**src/rtl/freq_pkg.sv**
```systemverilog
// Shared definitions for the frequency meter: FSM state encoding.
package freq_pkg;

  typedef enum logic [1:0] {
    IDLE    = 2'd0,
    MEASURE = 2'd1,
    DONE    = 2'd2
  } state_t;

endpackage

```
**src/rtl/freq_meter_edge_sync.sv**
```systemverilog
// Input sampling and rising-edge detector for freq_meter.
// FREQ_METER_SYNC_EN selects a two-flop synchronizer ahead of the history flop.
module edge_sync (
  input  logic clk200mhz,
  input  logic rst_n,
  input  logic d,
  output logic rise
);

`ifdef FREQ_METER_SYNC_EN
  logic meta, sync, hist;

  always_ff @(posedge clk200mhz or negedge rst_n) begin
    if (!rst_n) begin
      meta <= 1'b0;
      sync <= 1'b0;
      hist <= 1'b0;
    end else begin
      meta <= d;
      sync <= meta;
      hist <= sync;
    end
  end

  assign rise = sync & ~hist;
`else
  logic samp, hist;

  always_ff @(posedge clk200mhz or negedge rst_n) begin
    if (!rst_n) begin
      samp <= 1'b0;
      hist <= 1'b0;
    end else begin
      samp <= d;
      hist <= samp;
    end
  end

  assign rise = samp & ~hist;
`endif

endmodule

```
**src/rtl/freq_meter.sv**
```systemverilog
// Gated edge counter: counts sig_in rising edges over GATE_CYCLES clocks per start request.
module freq_meter
  import freq_pkg::*;
#(
  parameter int unsigned GATE_CYCLES = 1000,
  parameter int unsigned CNT_W       = 16
) (
  input  logic             clk200mhz,
  input  logic             rst_n,
  input  logic             sig_in,
  input  logic             start,
  output logic             busy,
  output logic             done,
  output logic [CNT_W-1:0] count,
  output logic             ovf
);

  localparam int unsigned GW = $clog2(GATE_CYCLES + 1);
  localparam logic [GW-1:0] GATE_LAST = GW'(GATE_CYCLES - 1);

  state_t           state, state_nxt;
  logic [GW-1:0]    gate_cnt;
  logic [CNT_W-1:0] edge_cnt, edge_cnt_nxt;
  logic             edge_ovf, edge_ovf_nxt;
  logic             rise;
  logic             gate_end;

  edge_sync u_edge_sync (
    .clk200mhz (clk200mhz),
    .rst_n     (rst_n),
    .d         (sig_in),
    .rise      (rise)
  );

  assign gate_end = (state == MEASURE) && (gate_cnt == GATE_LAST);

  always_ff @(posedge clk200mhz or negedge rst_n) begin
    if (!rst_n) state <= IDLE;
    else        state <= state_nxt;
  end

  always_comb begin
    state_nxt = state;
    case (state)
      IDLE:    if (start) state_nxt = MEASURE;
      MEASURE: if (gate_end) state_nxt = DONE;
      DONE:    state_nxt = IDLE;
      default: state_nxt = IDLE;
    endcase
  end

  always_comb begin
    busy = (state == MEASURE);
    done = (state == DONE);
  end

  // Edge on the final gate cycle still counts, so the result latches the next-state value.
  always_comb begin
    edge_cnt_nxt = edge_cnt;
    edge_ovf_nxt = edge_ovf;
    if (state == MEASURE && rise) begin
      if (edge_cnt == '1) edge_ovf_nxt = 1'b1;
      else                edge_cnt_nxt = edge_cnt + 1'b1;
    end
  end

  always_ff @(posedge clk200mhz or negedge rst_n) begin
    if (!rst_n) begin
      gate_cnt <= '0;
      edge_cnt <= '0;
      edge_ovf <= 1'b0;
      count    <= '0;
      ovf      <= 1'b0;
    end else begin
      if (state == IDLE && start) begin
        gate_cnt <= '0;
        edge_cnt <= '0;
        edge_ovf <= 1'b0;
      end else if (state == MEASURE) begin
        gate_cnt <= gate_cnt + 1'b1;
        edge_cnt <= edge_cnt_nxt;
        edge_ovf <= edge_ovf_nxt;
      end
      if (gate_end) begin
        count <= edge_cnt_nxt;
        ovf   <= edge_ovf_nxt;
      end
    end
  end

endmodule

```
**config.mk**
```make
export PLATFORM = sky130hd
export DESIGN_NAME = freq_meter
export DESIGN_NICKNAME = d
export VERILOG_FILES = /design/src/rtl/freq_pkg.sv /design/src/rtl/freq_meter_edge_sync.sv /design/src/rtl/freq_meter.sv
export SDC_FILE = /design/constraint.sdc
export NUM_CORES = 1
export LEC_CHECK = 0
export ABC_AREA = 0
export CORE_UTILIZATION = 40
export CTS_BUF_LIST = sky130_fd_sc_hd__clkbuf_8
export CTS_CLUSTER_DIAMETER = 200
export DETAILED_ROUTE_END_ITERATION = 8
export SYNTH_ARGS = -nofsm -noshare
export SYNTH_HDL_FRONTEND = slang
export SYNTH_SLANG_ARGS = --single-unit
```
**constraint.sdc**
```tcl
create_clock -name clk200mhz -period 2.8 [get_ports clk200mhz]
set_input_delay 0.28 -clock clk200mhz [delete_from_list [all_inputs] [get_ports clk200mhz]]
set_output_delay 0.28 -clock clk200mhz [all_outputs]
set_load 0.03 [all_outputs]
```
==> results.toml <==
[status]
status = "finished, final reports clean"

[detailed_routing]
wl_um = 4880
drc_errors = 0
viasPerCell = 5.47
ant_nets = 0
via_count = 1861
dr.pass1.iters = 4
drtIter0Drc = 108
post_drt_wl_per_cell_um = 14.4

[cts]
cts_buffer_depth = 2
clk_latency_ns = 0.30
holdBufCountCts = 0
cts_setup_buffers = 0
root_buffer = "clkbuf_8"
htree_num_levels = 2
clk_pin_slew_ns = 0.08
clock-sinks = 48
postCtsResizedCells = 0
numCtsBuffers = 5
cts_tree = "built"

[pwr]
seqPwrFrac_pct = 59.5
p_int_mw = 0.989
power_density_nw_per_um2 = 511
pwr-share-clk_pct = 27.0
swShare_pct = 28.8
leakage_nw = 1.16
p_comb_share_pct = 13.6
switchingPower_mw = 0.399
p_total_mw = 1.39
ir_drop_mv = 0.277

[floorplan]
dieWidth_um = 79.0
core_area_um2 = 5610
start_util_pct = 42.3
die_h_um = 79.0
io_pins = 23
rows = 27
die-area_um2 = 6250

[timing]
fin_crit_sh_pct = 82.7
setup_viol = 0
finalMaxSlewViolations = 0
setup_slack_ns = 0.485
worst_slew_pin_slew_ns = 1.05
fin_skew_ns = 0.00705
setup_tns_ns = 0
rsz0062_at_grt = "no"
relSlewSlack_pct = 29.7
hold_violations = 0
min_period_ns = 2.32
fmax_mhz = 432

[placed_design]
place_ws_ns = 0.591
dp_cells = 335
io_buffer_count = 22
dpl.hpwl_um = 3360
place.gp.congestion = 0.792

[global_route]
gr-usage-met3_pct = 3.56
grt_pass1_wl_um = 8290
gr-usage-met1_pct = 23.7
grt_max_degree = 49
use_met2_pct = 27.7
grt_pass1_vias = 1735
grt_busiest_layer = "met2"
antenna_found_initial = 0
overflow = 0
track_usage_pct = 17.4

[worst_hold_path]
hold_path_class = "primary input to asynchronous set/reset pin"

[cells_and_area]
diodes = 0
syn_to_final_growth_pct = 14.5
final_cells = 340
layout.nets = 276
fin_util_pct = 48.5
drive_above_1_share_pct = 7.46
final_common_cell = "dfrtp_1"
final_cell_mix = "dfrtp_1, nand2_1, o21ai_0"

[synthesis]
syn_area_um2 = 2370
synthArstFlopShare_pct = 100
ys_seq_area_share_pct = 50.6
syn_nets = 255
ys_warn_count = 0
synth_flop_cell = "dfrtp_1"
netlist_instances = 249
ys_types = 41
synth.avg_cell_area_um2 = 9.53
ys_ff_latch = 48
synth_edf_count = 0

[worst_setup_path]
crit_type = "flop to output port"
cp.required_ns = 2.52
endpoint_kind = "output port"
crit_arrival_ns = 2.04
start_kind = "flop"
r2r_slack_ns = 0.72
reg2reg_from = "gate_cnt[0]"
worstReg2RegEnd = "count[8]"
crit_fanout = 14
rr_worst_depth = 5

[job]
max_cap_violations = 0
[Yosys cell counts, drive strengths merged, types with 5 or more instances]
cell type / count / area share, %
nor3: 5 / 1.3
o21ai: 23 / 4.8
nand4: 8 / 2.1
nor2: 20 / 3.2
a31oi: 10 / 2.6
o31ai: 7 / 3.1
dfrtp: 48 / 51
mux2i: 9 / 3.8
and3: 7 / 1.8
a21oi: 6 / 1.3
nand3: 14 / 3.0
nand2: 43 / 6.8
clkbuf: 7 / 1.1
[flip-flops by register name (all words and copies together), names as in the netlist]
| signal | flops |
|---|---|
| count | 16 |
| edge_cnt | 16 |
| edge_ovf | 1 |
| gate_cnt | 10 |
| ovf | 1 |
| state | 2 |
| u_edge_sync.hist | 1 |
| u_edge_sync.samp | 1 |
[worst max-delay path: stages, from the launching register on]
cell and delay (ns):
dfrtp_1 0.44, nand2b_1 0.18, inv_1 0.35, clkdlybuf4s50_1 0.77
[metrics by stage]
stage	hold WS, ns	cell area, um2
after floorplan	-0.0156	2370
after global placement	0.382	2650
after detailed placement	0.385	2650
after CTS	0.214	2720
after global routing	0.276	2720
final	0.159	2720
[cell families after synthesis]
family / after synthesis / synth area share (%)
simple gates: 115 / 24.4
flops: 48 / 50.6
compound gates: 53 / 14.2
buf+inv: 14 / 2.90
xor+xnor: 7 / 2.58
fa+ha+maj: 2 / 1.05
mux: 10 / 4.27
[area by class of cell]
cell class	instances	area [um2]
Inverter	3	16.3
Tap cell	72	90.1
Multi-Input combinational cell	187	1100
Clock buffer	5	68.8
Timing Repair Buffer	25	238
Fill cell	551	2890
Sequential cell	48	1200
[per-layer routing]
metal	part of all wire, %	vias to the layer above
li1	-	934
met3	3.8	6
met1	49	887
met2	47	34
met5	0	-
met4	1.1	0
[worst max-delay path by stage]
| stage | endpoint | from |
|---|---|---|
| final | busy | state[1] |
| after global routing | busy | state[1] |
| after floorplan | count[8] | gate_cnt[0] |
| after CTS | busy | state[1] |
| after global placement | edge_cnt[0] | start |
| after detailed placement | edge_cnt[0] | start |
[power groups by stage]
stage / registers, mW / clock network (mW) / logic [mW]
floorplan: 0.795 / 0 / 0.179
global placement: 0.837 / 0 / 0.190
detailed placement: 0.838 / 0 / 0.192
CTS: 0.824 / 0.390 / 0.192
global route: 0.836 / 0.413 / 0.214
finish: 0.825 / 0.374 / 0.188
No activity file was read; power rests on OpenSTA's default activity.
